`config.mk`:
```
export PLATFORM = sky130hd
export DESIGN_NAME = nrisc_multicycle_control_flat
export DESIGN_NICKNAME = d
export VERILOG_FILES = /design/src/rtl/nrisc_pkg.sv /design/src/rtl/nrisc_multicycle_control_if.sv /design/src/rtl/nrisc_control_decode.sv /design/src/rtl/nrisc_multicycle_control.sv /design/src/flat_wrapper.sv
export SDC_FILE = /design/constraint.sdc
export NUM_CORES = 1
export LEC_CHECK = 0
export BUFFER_PORTS_ARGS = -buffer_cell sky130_fd_sc_hd__buf_2
export CAP_MARGIN = 10
export CORE_ASPECT_RATIO = 0.75
export CORE_UTILIZATION = 51
export CTS_CLUSTER_SIZE = 8
export DETAILED_ROUTE_END_ITERATION = 8
export GPL_ROUTABILITY_DRIVEN = 0
export HOLD_SLACK_MARGIN = 0.05
export PLACE_DENSITY = 0.78
export SKIP_CTS_REPAIR_TIMING = 1
export SLEW_MARGIN = 0
export SYNTH_ARGS = -nofsm -noshare
export SYNTH_HDL_FRONTEND = slang
export SYNTH_HIERARCHICAL = 1
export SYNTH_SLANG_ARGS = --single-unit
export TNS_END_PERCENT = 50
```
`constraint.sdc`:
```
create_clock -name clock -period 1.7 [get_ports clock]
set_input_delay 0.34 -clock clock [delete_from_list [all_inputs] [get_ports clock]]
set_output_delay 0.34 -clock clock [all_outputs]
set_load 0.03 [all_outputs]
```
`src/rtl/nrisc_pkg.sv`:
```
// rtl/nrisc_pkg.sv - shared opcodes, state encoding and select codes for the nRISC control unit
package nrisc_pkg;

    localparam logic [2:0] OP_ADD  = 3'b000;
    localparam logic [2:0] OP_SUB  = 3'b001;
    localparam logic [2:0] OP_LW   = 3'b010;
    localparam logic [2:0] OP_SW   = 3'b011;
    localparam logic [2:0] OP_BEQ  = 3'b100;
    localparam logic [2:0] OP_JMP  = 3'b101;
    localparam logic [2:0] OP_LI   = 3'b110;
    localparam logic [2:0] OP_HALT = 3'b111;

    typedef enum logic [3:0] {
        ST_RST      = 4'd0,
        ST_FETCH    = 4'd1,
        ST_DECODE   = 4'd2,
        ST_EXEC_R   = 4'd3,
        ST_WB_R     = 4'd4,
        ST_MEM_ADDR = 4'd5,
        ST_MEM_RD   = 4'd6,
        ST_WB_MEM   = 4'd7,
        ST_MEM_WR   = 4'd8,
        ST_BRANCH   = 4'd9,
        ST_JUMP     = 4'd10,
        ST_LI_WB    = 4'd11,
        ST_HALT     = 4'd12
    } state_t;

    localparam logic [1:0] PC_SRC_ALU    = 2'b00;
    localparam logic [1:0] PC_SRC_ALUOUT = 2'b01;
    localparam logic [1:0] PC_SRC_JUMP   = 2'b10;
    localparam logic [1:0] PC_SRC_HOLD   = 2'b11;

    localparam logic [1:0] ALUA_PC   = 2'b00;
    localparam logic [1:0] ALUA_REG  = 2'b01;
    localparam logic [1:0] ALUA_ZERO = 2'b10;

    localparam logic [1:0] ALUB_REG    = 2'b00;
    localparam logic [1:0] ALUB_ONE    = 2'b01;
    localparam logic [1:0] ALUB_IMM    = 2'b10;
    localparam logic [1:0] ALUB_OFFSET = 2'b11;

    localparam logic [1:0] WB_ALUOUT = 2'b00;
    localparam logic [1:0] WB_MDR    = 2'b01;
    localparam logic [1:0] WB_IMM    = 2'b10;

    localparam logic [1:0] ALUOP_ADD   = 2'b00;
    localparam logic [1:0] ALUOP_SUB   = 2'b01;
    localparam logic [1:0] ALUOP_PASSB = 2'b10;

    typedef struct packed {
        logic [1:0] sel_pc;
        logic [1:0] sel_alu_a;
        logic [1:0] sel_alu_b;
        logic [1:0] sel_wb;
        logic [1:0] alu_op;
        logic       pc_write;
        logic       pc_write_cond;
        logic       ir_write;
        logic       mem_read;
        logic       mem_write;
        logic       reg_write;
        logic       halted;
    } ctrl_t;

endpackage

```
`src/rtl/nrisc_multicycle_control_if.sv`:
```
// rtl/nrisc_multicycle_control_if.sv - control unit <-> datapath/memory signal bundle
interface nrisc_multicycle_control_if #(
    parameter int OPW  = 3,
    parameter int CNTW = 8
);
    logic [OPW-1:0]  opcode;
    logic            zero;
    logic            mem_ready;
    logic [1:0]      sel_pc;
    logic [1:0]      sel_alu_a;
    logic [1:0]      sel_alu_b;
    logic [1:0]      sel_wb;
    logic [1:0]      alu_op;
    logic            pc_write;
    logic            pc_write_cond;
    logic            ir_write;
    logic            mem_read;
    logic            mem_write;
    logic            reg_write;
    logic            halted;
    logic [CNTW-1:0] instr_count;

    modport master (
        input  opcode, zero, mem_ready,
        output sel_pc, sel_alu_a, sel_alu_b, sel_wb, alu_op,
        output pc_write, pc_write_cond, ir_write, mem_read, mem_write, reg_write,
        output halted, instr_count
    );

    modport slave (
        output opcode, zero, mem_ready,
        input  sel_pc, sel_alu_a, sel_alu_b, sel_wb, alu_op,
        input  pc_write, pc_write_cond, ir_write, mem_read, mem_write, reg_write,
        input  halted, instr_count
    );
endinterface

```
`src/rtl/nrisc_control_decode.sv`:
```
// rtl/nrisc_control_decode.sv - combinational state to datapath-control decode
module nrisc_control_decode
    import nrisc_pkg::*;
(
    input  state_t     state,
    input  logic       mem_ready,
    input  logic [2:0] opcode,
    output ctrl_t      ctrl
);

    always_comb begin
        ctrl           = '0;
        ctrl.sel_pc    = PC_SRC_ALU;
        ctrl.sel_alu_a = ALUA_PC;
        ctrl.sel_alu_b = ALUB_REG;
        ctrl.sel_wb    = WB_ALUOUT;
        ctrl.alu_op    = ALUOP_ADD;
        case (state)
            ST_FETCH: begin
                // PC and IR only latch once the instruction word is actually present
                ctrl.mem_read  = 1'b1;
                ctrl.sel_alu_b = ALUB_ONE;
                ctrl.pc_write  = mem_ready;
                ctrl.ir_write  = mem_ready;
            end
            ST_DECODE: begin
                ctrl.sel_alu_b = ALUB_OFFSET;
            end
            ST_EXEC_R: begin
                ctrl.sel_alu_a = ALUA_REG;
                ctrl.alu_op    = (opcode == OP_SUB) ? ALUOP_SUB : ALUOP_ADD;
            end
            ST_WB_R: begin
                ctrl.reg_write = 1'b1;
            end
            ST_MEM_ADDR: begin
                ctrl.sel_alu_a = ALUA_REG;
                ctrl.sel_alu_b = ALUB_IMM;
            end
            ST_MEM_RD: begin
                ctrl.mem_read = 1'b1;
            end
            ST_WB_MEM: begin
                ctrl.reg_write = 1'b1;
                ctrl.sel_wb    = WB_MDR;
            end
            ST_MEM_WR: begin
                ctrl.mem_write = 1'b1;
            end
            ST_BRANCH: begin
                ctrl.sel_alu_a     = ALUA_REG;
                ctrl.alu_op        = ALUOP_SUB;
                ctrl.pc_write_cond = 1'b1;
                ctrl.sel_pc        = PC_SRC_ALUOUT;
            end
            ST_JUMP: begin
                ctrl.pc_write = 1'b1;
                ctrl.sel_pc   = PC_SRC_JUMP;
            end
            ST_LI_WB: begin
                ctrl.reg_write = 1'b1;
                ctrl.sel_wb    = WB_IMM;
            end
            ST_HALT: begin
                ctrl.halted = 1'b1;
                ctrl.sel_pc = PC_SRC_HOLD;
            end
            default: begin
                ctrl = '0;
            end
        endcase
    end

endmodule

```
`src/rtl/nrisc_multicycle_control.sv`:
```
// rtl/nrisc_multicycle_control.sv - nRISC multicycle control FSM with retired-instruction counter
module nrisc_multicycle_control
    import nrisc_pkg::*;
#(
    parameter int OPW  = 3,
    parameter int CNTW = 8
) (
    input  logic                       clock,
    input  logic                       reset,
    nrisc_multicycle_control_if.master bus
);

    state_t          state_q, state_d;
    logic [CNTW-1:0] instr_count_q, instr_count_d;
    logic [2:0]      op;
    logic            retire;
    ctrl_t           ctrl;

    assign op = bus.opcode[2:0];

    always_ff @(posedge clock or posedge reset) begin
        if (reset) begin
            state_q       <= ST_RST;
            instr_count_q <= '0;
        end else begin
            state_q       <= state_d;
            instr_count_q <= instr_count_d;
        end
    end

    always_comb begin
        state_d = state_q;
        retire  = 1'b0;
        case (state_q)
            ST_RST:    state_d = ST_FETCH;
            ST_FETCH:  if (bus.mem_ready) state_d = ST_DECODE;
            ST_DECODE: begin
                case (op)
                    OP_ADD, OP_SUB: state_d = ST_EXEC_R;
                    OP_LW, OP_SW:   state_d = ST_MEM_ADDR;
                    OP_BEQ:         state_d = ST_BRANCH;
                    OP_JMP:         state_d = ST_JUMP;
                    OP_LI:          state_d = ST_LI_WB;
                    default: begin
                        // HALT retires as it is entered since HALT itself never leaves
                        state_d = ST_HALT;
                        retire  = 1'b1;
                    end
                endcase
            end
            ST_EXEC_R:   state_d = ST_WB_R;
            ST_MEM_ADDR: state_d = (op == OP_SW) ? ST_MEM_WR : ST_MEM_RD;
            ST_MEM_RD:   if (bus.mem_ready) state_d = ST_WB_MEM;
            ST_MEM_WR: begin
                if (bus.mem_ready) begin
                    state_d = ST_FETCH;
                    retire  = 1'b1;
                end
            end
            ST_WB_R, ST_WB_MEM, ST_BRANCH, ST_JUMP, ST_LI_WB: begin
                state_d = ST_FETCH;
                retire  = 1'b1;
            end
            ST_HALT: state_d = ST_HALT;
            default: state_d = ST_RST;
        endcase
    end

    always_comb begin
        instr_count_d = instr_count_q;
        if (retire) instr_count_d = instr_count_q + CNTW'(1);
    end

    nrisc_control_decode u_decode (
        .state     (state_q),
        .mem_ready (bus.mem_ready),
        .opcode    (op),
        .ctrl      (ctrl)
    );

    assign bus.sel_pc        = ctrl.sel_pc;
    assign bus.sel_alu_a     = ctrl.sel_alu_a;
    assign bus.sel_alu_b     = ctrl.sel_alu_b;
    assign bus.sel_wb        = ctrl.sel_wb;
    assign bus.alu_op        = ctrl.alu_op;
    assign bus.pc_write      = ctrl.pc_write;
    assign bus.pc_write_cond = ctrl.pc_write_cond;
    assign bus.ir_write      = ctrl.ir_write;
    assign bus.mem_read      = ctrl.mem_read;
    assign bus.mem_write     = ctrl.mem_write;
    assign bus.reg_write     = ctrl.reg_write;
    assign bus.halted        = ctrl.halted;
    assign bus.instr_count   = instr_count_q;

endmodule

```
`src/flat_wrapper.sv`:
```
// flat-port wrapper written by rule: the top's interface ports become plain ports
module nrisc_multicycle_control_flat import nrisc_pkg::*;
#(
    parameter int OPW  = 3,
    parameter int CNTW = 8
)
  (clock, reset, bus_opcode, bus_zero, bus_mem_ready, bus_sel_pc, bus_sel_alu_a, bus_sel_alu_b, bus_sel_wb, bus_alu_op, bus_pc_write, bus_pc_write_cond, bus_ir_write, bus_mem_read, bus_mem_write, bus_reg_write, bus_halted, bus_instr_count);
  nrisc_multicycle_control_if #(.OPW(OPW), .CNTW(CNTW)) bus_i ();
  input  logic clock;
  input  logic reset;
  input wire logic [$bits(bus_i.opcode)-1:0] bus_opcode;
  input wire logic [$bits(bus_i.zero)-1:0] bus_zero;
  input wire logic [$bits(bus_i.mem_ready)-1:0] bus_mem_ready;
  output wire logic [$bits(bus_i.sel_pc)-1:0] bus_sel_pc;
  output wire logic [$bits(bus_i.sel_alu_a)-1:0] bus_sel_alu_a;
  output wire logic [$bits(bus_i.sel_alu_b)-1:0] bus_sel_alu_b;
  output wire logic [$bits(bus_i.sel_wb)-1:0] bus_sel_wb;
  output wire logic [$bits(bus_i.alu_op)-1:0] bus_alu_op;
  output wire logic [$bits(bus_i.pc_write)-1:0] bus_pc_write;
  output wire logic [$bits(bus_i.pc_write_cond)-1:0] bus_pc_write_cond;
  output wire logic [$bits(bus_i.ir_write)-1:0] bus_ir_write;
  output wire logic [$bits(bus_i.mem_read)-1:0] bus_mem_read;
  output wire logic [$bits(bus_i.mem_write)-1:0] bus_mem_write;
  output wire logic [$bits(bus_i.reg_write)-1:0] bus_reg_write;
  output wire logic [$bits(bus_i.halted)-1:0] bus_halted;
  output wire logic [$bits(bus_i.instr_count)-1:0] bus_instr_count;
  assign bus_i.opcode = bus_opcode;
  assign bus_i.zero = bus_zero;
  assign bus_i.mem_ready = bus_mem_ready;
  assign bus_sel_pc = bus_i.sel_pc;
  assign bus_sel_alu_a = bus_i.sel_alu_a;
  assign bus_sel_alu_b = bus_i.sel_alu_b;
  assign bus_sel_wb = bus_i.sel_wb;
  assign bus_alu_op = bus_i.alu_op;
  assign bus_pc_write = bus_i.pc_write;
  assign bus_pc_write_cond = bus_i.pc_write_cond;
  assign bus_ir_write = bus_i.ir_write;
  assign bus_mem_read = bus_i.mem_read;
  assign bus_mem_write = bus_i.mem_write;
  assign bus_reg_write = bus_i.reg_write;
  assign bus_halted = bus_i.halted;
  assign bus_instr_count = bus_i.instr_count;
  nrisc_multicycle_control #(.OPW(OPW), .CNTW(CNTW)) u_core (.clock(clock), .reset(reset), .bus(bus_i));
endmodule
```
==> tab_implementation.tex, run 1 <==
\begin{tabular}{lr}
\hline
Metric & Value \\
\hline
\multicolumn{2}{l}{\textbf{Placement}} \\
\quad Number of cells in the design after placement & 184 \\
\quad Cell area reported after detailed placement & 0.00137 mm\^{}2 \\
\quad Port Buf Inserts & 28 \\
\quad Pre-CTS setup slack & 0.0382 ns \\
\quad HPWL Detailed & 2.04 mm \\
\multicolumn{2}{l}{\textbf{Run status}} \\
\quad Failing checks & setup timing \\
\quad Status & finished, violations left \\
\multicolumn{2}{l}{\textbf{Detailed routing}} \\
\quad Drt total wl & 4.78 mm \\
\quad Detail-routed net length per standard cell & 23.2 um \\
\quad Number of detailed-route iterations in the first pass & 5 \\
\quad Post-route DRC & 0 \\
\quad Number of nets with antenna violations after detailed routing & 0 \\
\quad Initial drt markers & 137 \\
\quad Number of vias after detailed routing & 1436 \\
\quad Via density per instance & 6.97 \\
\multicolumn{2}{l}{\textbf{Clock network}} \\
\quad Clock latency reported for the late side of the worst-skew pair & 0.30 ns \\
\quad Clock tree from TritonCTS & done \\
\quad Clock-pin slew of the registers on the worst-case setup and hold paths & 0.08 ns \\
\quad Root buffer cell & sky130\_fd\_sc\_hd\_\_clkbuf\_4 \\
\quad Maximum root-to-sink buffer count & 2 \\
\quad Sink Count & 12 \\
\quad Number of buffers created by CTS & 3 \\
\quad Maximum level of the CTS H-tree & 1 \\
\multicolumn{2}{l}{\textbf{Yosys}} \\
\quad Sequential-to-total area share from yosys stat & 0.271 \\
\quad Synth Cell Area & 0.00111 mm\^{}2 \\
\quad Portion of synthesized cell area occupied by the leading cell type & 0.271 \\
\quad Most common flop cell mapped by yosys & sky130\_fd\_sc\_hd\_\_dfrtp\_1 \\
\quad Most frequent cell after synthesis & sky130\_fd\_sc\_hd\_\_dfrtp\_1 \\
\quad Top cells by area, synth & sky130\_fd\_sc\_hd\_\_dfrtp\_1 27\%, sky130\_fd\_sc\_hd\_\_xnor2\_1 7.1\%, sky130\_fd\_sc\_hd\_\_buf\_4 4.1\%, sky130\_fd\_sc\_hd\_\_nand3b\_1 3.4\%, sky130\_fd\_sc\_hd\_\_nor2\_1 3.4\% \\
\quad List of most frequent post-synthesis cells & 12 x sky130\_fd\_sc\_hd\_\_dfrtp\_1, 10 x sky130\_fd\_sc\_hd\_\_nor2\_1, 9 x sky130\_fd\_sc\_hd\_\_xnor2\_1, 6 x sky130\_fd\_sc\_hd\_\_buf\_4 \\
\quad Post-synth EDFFs & 0 \\
\quad Seq cells post-synth & 12 \\
\quad Mean cell area of the mapped netlist & 8.86 um\^{}2 \\
\quad Yosys warning total & 6 \\
\quad Proportion of synthesized flip-flops having asynchronous set or reset & 1.00 \\
\quad Yosys cell types & 47 \\
\quad Cell taking the most area after synthesis & sky130\_fd\_sc\_hd\_\_dfrtp\_1 \\
\quad Gate count of the mapped netlist & 125 \\
\multicolumn{2}{l}{\textbf{Critical path}} \\
\quad Startpoint of the worst setup timing path & u\_core/state\_q[1]\$\_DFFE\_PP0P\_ \\
\quad Arr. time, crit path & 1.58 ns \\
\quad Startpoint type of the worst setup path & register \\
\quad Worst R2R Start & u\_core/state\_q[3]\$\_DFFE\_PP0P\_ \\
\quad CP Capture Type & output port \\
\quad Maximum fanout along the worst path & 12 \\
\quad CP Class & register to output port \\
\quad Required time of the worst setup path & 1.36 ns \\
\multicolumn{2}{l}{\textbf{GRT}} \\
\quad Overall routing resource usage & 0.254 \\
\quad Via count of the first global-routing pass & 1002 \\
\quad Largest net degree at the start of global routing & 24 \\
\quad Wire length of the first global-routing pass & 4.65 mm \\
\quad Total congestion overflow after global routing & 0 \\
\quad Initial antenna violation count & 0 \\
\multicolumn{2}{l}{\textbf{Job}} \\
\quad Max-cap violations & 0 \\
\multicolumn{2}{l}{\textbf{Timing}} \\
\quad Period utilization & 1.13 \\
\quad Final Critical Period & 1.92 ns \\
\quad Setup violations, final & 23 \\
\quad Fmax achieved & 522 MHz \\
\quad Final hold vios & 0 \\
\quad Total negative slack for setup checks & -2.76 ns \\
\quad RSZ-0062 raised after global routing & true \\
\quad Final worst setup slack & -0.217 ns \\
\quad Fin Clk Skew & 0.0113 ns \\
\quad Final Max Slew Viols & 0 \\
\multicolumn{2}{l}{\textbf{Finish}} \\
\quad Number of nets in the layout & 191 \\
\quad Proportion of layout cells with a drive suffix above 1 & 0.522 \\
\quad Final instance count without filler cells & 206 \\
\quad Diode insertion count for antenna repair & 0 \\
\quad Synth-to-layout area growth & 59.0\% \\
\quad Finished layout cell area & 0.00176 mm\^{}2 \\
\multicolumn{2}{l}{\textbf{Floorplan}} \\
\quad Die Footprint & 0.00236 mm\^{}2 \\
\quad Horizontal die dimension & 55.8 um \\
\quad Initial core utilization & 0.545 \\
\quad Io pins & 32 \\
\quad Die height & 42.4 um \\
\quad Total number of placement rows & 14 \\
\quad Core outline area & 0.00203 mm\^{}2 \\
\multicolumn{2}{l}{\textbf{Worst hold path}} \\
\quad Class of the most critical hold timing path & input port to asynchronous set/reset pin \\
\multicolumn{2}{l}{\textbf{Pwr}} \\
\quad Post-route total power & 3.70 mW \\
\quad Peak ir drop on the vdd network & 2.01 mV \\
\quad Cell area power density & 2100 mW/mm\^{}2 \\
\quad Leakage & 0.783 nW \\
\hline
\end{tabular}
cell families after synthesis:
family / share of synthesized area
XOR/XNOR: 0.0870
other: 0.00339
buffers and inverters: 0.0825
flip-flops: 0.271
multiplexers: 0.0136
AO/OA/AOI/OAI: 0.189
adder cells (fa/ha/maj): 0.0113
AND/OR/NAND/NOR: 0.342
sequential cells by signal (all words and copies together) (netlist names):
signal	cells
u_core/state_q	4
u_core/bus.instr_count	8
report_power, final:
part,total [mW],internal (mW),switching (mW)
combinational,2.91,1.36,1.55
sequential,0.540,0.392,0.148
clock,0.244,0.131,0.113
metrics by stage:
stage | hold slack, ns | util
finish | 0.0525 | 0.866
global route | 0.0885 | 0.866
global placement | 0.360 | 0.674
CTS | 0.0628 | 0.692
floorplan | 0.205 | -
detailed placement | 0.364 | 0.674
critical path: stages (launching register included):
cell and delay (ns):
sky130_fd_sc_hd__dfrtp_2 0.44, sky130_fd_sc_hd__buf_12 0.16, sky130_fd_sc_hd__or3b_4 0.38, sky130_fd_sc_hd__a21oi_4 0.15
sky130_fd_sc_hd__buf_6 0.15
worst paths after layout:
| kind | slack, ns | end | cells past startpoint |
|---|---|---|---|
| max | -0.22 | bus_mem_read | 4 |
| min | 0.05 | u_core/bus.instr_count[3]$_DFFE_PP0P_ | 2 |
| max reg2reg | -0.11 | u_core/bus.instr_count[5]$_DFFE_PP0P_ | 6 |
| min reg2reg | 0.52 | u_core/bus.instr_count[0]$_DFFE_PP0P_ | 1 |
| max in group asynchronous | 1.29 | u_core/state_q[3]$_DFFE_PP0P_ | 2 |
| min in group clock | 0.29 | u_core/state_q[1]$_DFFE_PP0P_ | 2 |
cell usage in the layout, fill, tap and decap left out, types with 2 or more instances in the layout:
cell type,instances
sky130_fd_sc_hd__buf_4,32
sky130_fd_sc_hd__buf_2,14
sky130_fd_sc_hd__buf_6,10
sky130_fd_sc_hd__nor2_1,9
sky130_fd_sc_hd__xnor2_1,8
sky130_fd_sc_hd__dfrtp_1,8
sky130_fd_sc_hd__nand2b_4,5
sky130_fd_sc_hd__nand2_1,5
sky130_fd_sc_hd__nand3b_1,5
sky130_fd_sc_hd__clkbuf_4,4
sky130_fd_sc_hd__a21oi_1,4
sky130_fd_sc_hd__inv_1,4
sky130_fd_sc_hd__and3_1,4
sky130_fd_sc_hd__dfrtp_2,4
sky130_fd_sc_hd__nor2b_1,3
sky130_fd_sc_hd__o31ai_1,3
sky130_fd_sc_hd__nor3_1,3
sky130_fd_sc_hd__o21ai_1,3
sky130_fd_sc_hd__o2111ai_1,3
sky130_fd_sc_hd__o21ai_0,3
sky130_fd_sc_hd__clkbuf_16,2
sky130_fd_sc_hd__xor2_1,2
sky130_fd_sc_hd__nor3_4,2
sky130_fd_sc_hd__o22ai_4,2
sky130_fd_sc_hd__o21a_1,2
sky130_fd_sc_hd__nor3b_1,2
sky130_fd_sc_hd__buf_12,2
sky130_fd_sc_hd__nand4bb_1,2
sky130_fd_sc_hd__or3b_1,2
sky130_fd_sc_hd__conb_1,2
final cells by class:
cell class,count,area (um^2)
Clock buffer,4,36.3
Multi-Input combinational cell,99,835
Inverter,5,18.8
Timing Repair Buffer,62,536
Tap cell,24,30.0
Fill cell,85,272
Sequential cell,12,305
routing by layer:
metal	vias to the layer above	routed length (um)	track usage
met3	65	628	0.0648
li1	561	-	-
met1	648	1610	0.343
met2	162	2030	0.402
met5	-	0	0
met4	0	511	0.0800
Power figures use the tool's default switching activity.
==> inputs of run 2 (changes only) <==
==> constraint.sdc (replaced) <==
create_clock -name clock -period 1.8 [get_ports clock]
set_input_delay 0.27 -clock clock [delete_from_list [all_inputs] [get_ports clock]]
set_output_delay 0.27 -clock clock [all_outputs]
set_load 0.03 [all_outputs]
==> run 2 against run 1 <==
  * The run still ends with setup timing left
  * Global-route usage fell by 4.0 points
  * Via count shrank 20%
  * Combinational power is 27% lower
  * Clock-buffer cell count unchanged
  * First-iteration DRC count down 73%
  * Cell area shrank 13%
  * Setup slack improved by 0.14 ns
  * Largest power group unchanged
  * Highest routed layer unchanged
==> tab_implementation.tex, run 2 (same netlist as run 1, synthesis figures left out) <==
\begin{tabular}{lr}
\hline
Metric & Value \\
\hline
\multicolumn{2}{l}{\textbf{Run status}} \\
\quad Status & finished, violations left (unchanged) \\
\quad Failing checks & setup timing (unchanged) \\
\multicolumn{2}{l}{\textbf{Worst hold path}} \\
\quad Class of the most critical hold timing path & input port to register (was input port to asynchronous set/reset pin) \\
\quad Hold-critical path depth & 2 \\
\multicolumn{2}{l}{\textbf{Timing}} \\
\quad Final Max Slew Viols & 0 (unchanged) \\
\quad Fmax achieved & 534 MHz \\
\quad Final Critical Period & 1.87 ns \\
\quad RSZ-0062 raised after global routing & true (unchanged) \\
\quad Final worst setup slack & -0.0726 ns (was -0.217 ns) \\
\quad Setup violations, final & 4 (was 23) \\
\quad Final worst hold slack & 0.228 ns (was 0.0525 ns) \\
\quad Final hold vios & 0 (unchanged) \\
\quad Fin Clk Skew & 0.00874 ns (was 0.0113 ns) \\
\quad Period utilization & 1.04 \\
\multicolumn{2}{l}{\textbf{Detailed routing}} \\
\quad Number of nets with antenna violations after detailed routing & 0 (unchanged) \\
\quad Post-route DRC & 0 (unchanged) \\
\quad Drt total wl & 3.00 mm (was 4.78 mm) \\
\quad Number of vias after detailed routing & 1153 (was 1436) \\
\quad Initial drt markers & 37 (was 137) \\
\quad Detail-routed net length per standard cell & 15.5 um (was 23.2 um) \\
\quad Number of detailed-route iterations in the first pass & 4 (was 5) \\
\quad Via density per instance & 5.97 (was 6.97) \\
\multicolumn{2}{l}{\textbf{Finish}} \\
\quad Diode insertion count for antenna repair & 0 (unchanged) \\
\quad Proportion of layout cells with a drive suffix above 1 & 0.414 (was 0.522) \\
\quad Share of the core filled with cells in the final layout & 0.755 (was 0.866) \\
\quad Number of nets in the layout & 178 (was 191) \\
\quad Commonest non-fill, non-tap cells in the layout & 20 x sky130\_fd\_sc\_hd\_\_buf\_2, 17 x sky130\_fd\_sc\_hd\_\_buf\_4, 11 x sky130\_fd\_sc\_hd\_\_dfrtp\_1 (was 32 x sky130\_fd\_sc\_hd\_\_buf\_4, 14 x sky130\_fd\_sc\_hd\_\_buf\_2, 10 x sky130\_fd\_sc\_hd\_\_buf\_6) \\
\quad Synth-to-layout area growth & 38.5\% (was 59.0\%) \\
\quad Most common library cell in the layout ignoring fill and taps & sky130\_fd\_sc\_hd\_\_buf\_2 (was sky130\_fd\_sc\_hd\_\_buf\_4) \\
\quad Finished layout cell area & 0.00153 mm\^{}2 (was 0.00176 mm\^{}2) \\
\quad Max FFs per register & 8 (unchanged) \\
\multicolumn{2}{l}{\textbf{Clock network}} \\
\quad Sink Count & 12 (unchanged) \\
\quad Clock-pin slew of the registers on the worst-case setup and hold paths & 0.08 ns (about the same) \\
\quad Maximum root-to-sink buffer count & 2 (unchanged) \\
\quad Clock tree from TritonCTS & done (unchanged) \\
\quad Number of buffers created by CTS & 3 (unchanged) \\
\quad Maximum level of the CTS H-tree & 1 (unchanged) \\
\quad Clock latency reported for the late side of the worst-skew pair & 0.28 ns (was 0.30 ns) \\
\quad Root buffer cell & sky130\_fd\_sc\_hd\_\_clkbuf\_4 (unchanged) \\
\multicolumn{2}{l}{\textbf{Critical path}} \\
\quad Number of buffers and inverters on the critical path & 2 (unchanged) \\
\quad Number of cells traversed by the worst register-to-register path & 6 (unchanged) \\
\quad CP Class & register to output port (unchanged) \\
\quad Critical path, cell by cell & buf\_12 > or3b\_1 > o21ai\_1 > buf\_4 (was buf\_12 > or3b\_4 > a21oi\_4 > buf\_6) \\
\quad Cell with the largest stage delay on the worst path & sky130\_fd\_sc\_hd\_\_dfrtp\_1 (was sky130\_fd\_sc\_hd\_\_dfrtp\_2) \\
\quad Required time of the worst setup path & 1.53 ns (was 1.36 ns) \\
\quad Arr. time, crit path & 1.60 ns (was 1.58 ns) \\
\quad Total number of cells along the worst setup path & 4 (unchanged) \\
\quad Cell class contributing the biggest share of worst-path delay & flip-flops (unchanged) \\
\quad Maximum fanout along the worst path & 21 (was 12) \\
\quad Highest cell delay on the worst timing path & 0.42 ns (was 0.44 ns) \\
\quad Startpoint type of the worst setup path & register (unchanged) \\
\quad CP Capture Type & output port (unchanged) \\
\multicolumn{2}{l}{\textbf{Pwr}} \\
\quad Combinational cell fraction of total power & 0.751 (was 0.788) \\
\quad Leakage & 0.699 nW (was 0.783 nW) \\
\quad Switch share & 0.482 (was 0.491) \\
\quad Peak ir drop on the vdd network & 1.80 mV (was 2.01 mV) \\
\quad Cell area power density & 1840 mW/mm\^{}2 (was 2100 mW/mm\^{}2) \\
\quad Share of power burned in registers & 0.170 (was 0.146) \\
\quad Switching pwr & 1.36 mW (was 1.81 mW) \\
\quad Clock share of power & 0.079 (was 0.066) \\
\quad Design internal power & 1.46 mW (was 1.88 mW) \\
\multicolumn{2}{l}{\textbf{Floorplan}} \\
\quad Total number of placement rows & 14 (unchanged) \\
\quad Horizontal die dimension & 55.8 um (unchanged) \\
\quad Io pins & 32 (unchanged) \\
\quad Die Footprint & 0.00236 mm\^{}2 (unchanged) \\
\quad Core outline area & 0.00203 mm\^{}2 (unchanged) \\
\quad Die height & 42.4 um (unchanged) \\
\quad Initial core utilization & 0.545 (unchanged) \\
\multicolumn{2}{l}{\textbf{Placement}} \\
\quad Port Buf Inserts & 28 (unchanged) \\
\quad HPWL Detailed & 1.87 mm (was 2.04 mm) \\
\quad Cell area reported after detailed placement & 0.00132 mm\^{}2 (was 0.00137 mm\^{}2) \\
\multicolumn{2}{l}{\textbf{GRT}} \\
\quad Initial antenna violation count & 0 (unchanged) \\
\quad Via count of the first global-routing pass & 913 (was 1002) \\
\quad Total congestion overflow after global routing & 0 (unchanged) \\
\quad Wire length of the first global-routing pass & 4.01 mm (was 4.65 mm) \\
\quad Largest net degree at the start of global routing & 27 (was 24) \\
\quad Overall routing resource usage & 0.214 (was 0.254) \\
\multicolumn{2}{l}{\textbf{Job}} \\
\quad Max-cap violations & 0 (unchanged) \\
\hline
\end{tabular}
-- run 2: path summary, 6_finish.rpt --
kind | from | to | slack (ns)
min reg2reg | u_core/bus.instr_count[7]$_DFFE_PP0P_ | u_core/bus.instr_count[7]$_DFFE_PP0P_ | 0.49
min | bus_opcode[1] | u_core/state_q[1]$_DFFE_PP0P_ | 0.23
max reg2reg | u_core/state_q[1]$_DFFE_PP0P_ | u_core/bus.instr_count[1]$_DFFE_PP0P_ | 0.05
max | u_core/state_q[2]$_DFFE_PP0P_ | bus_alu_op[0] | -0.07
min in group asynchronous | reset | u_core/bus.instr_count[2]$_DFFE_PP0P_ | 0.53
max in group asynchronous | reset | u_core/state_q[1]$_DFFE_PP0P_ | 0.92
-- run 2: per-layer routing --
metal | vias up | global-route usage | wire length (um)
met1 | 562 | 0.293 | 1300
met4 | 0 | 0.0450 | 42
met2 | 52 | 0.359 | 1490
met5 | - | 0 | 0
met3 | 5 | 0.0370 | 164
li1 | 534 | - | -
-- run 2: area by class of cell --
type | count | area (um^2)
clock buffer | 4 | 36.3
fill | 132 | 498
inverter | 5 | 18.8
multi-input combinational | 99 | 744
sequential | 12 | 302
tap | 24 | 30.0
timing repair buffer | 49 | 403
-- run 2: power by group through the flow --
stage,logic [mW],registers [mW],clock network (mW)
2_1_floorplan,1.21,0.586,0
3_3_place_gp,1.71,0.462,0
3_5_place_dp,1.76,0.470,0
4_1_cts,1.76,0.465,0.223
5_1_grt,2.23,0.495,0.236
6_report,2.12,0.481,0.223
-- run 2: metrics by stage --
step,cells,TNS [ns],power (mW),worst slack [ns]
3_5_place_dp,179,0,2.23,0.186
3_3_place_gp,179,0,2.17,0.211
5_1_grt,193,-0.448,2.96,-0.119
4_1_cts,183,-0.476,2.45,-0.108
2_1_floorplan,126,0,1.79,0.0743
6_report,193,-0.135,2.82,-0.0726
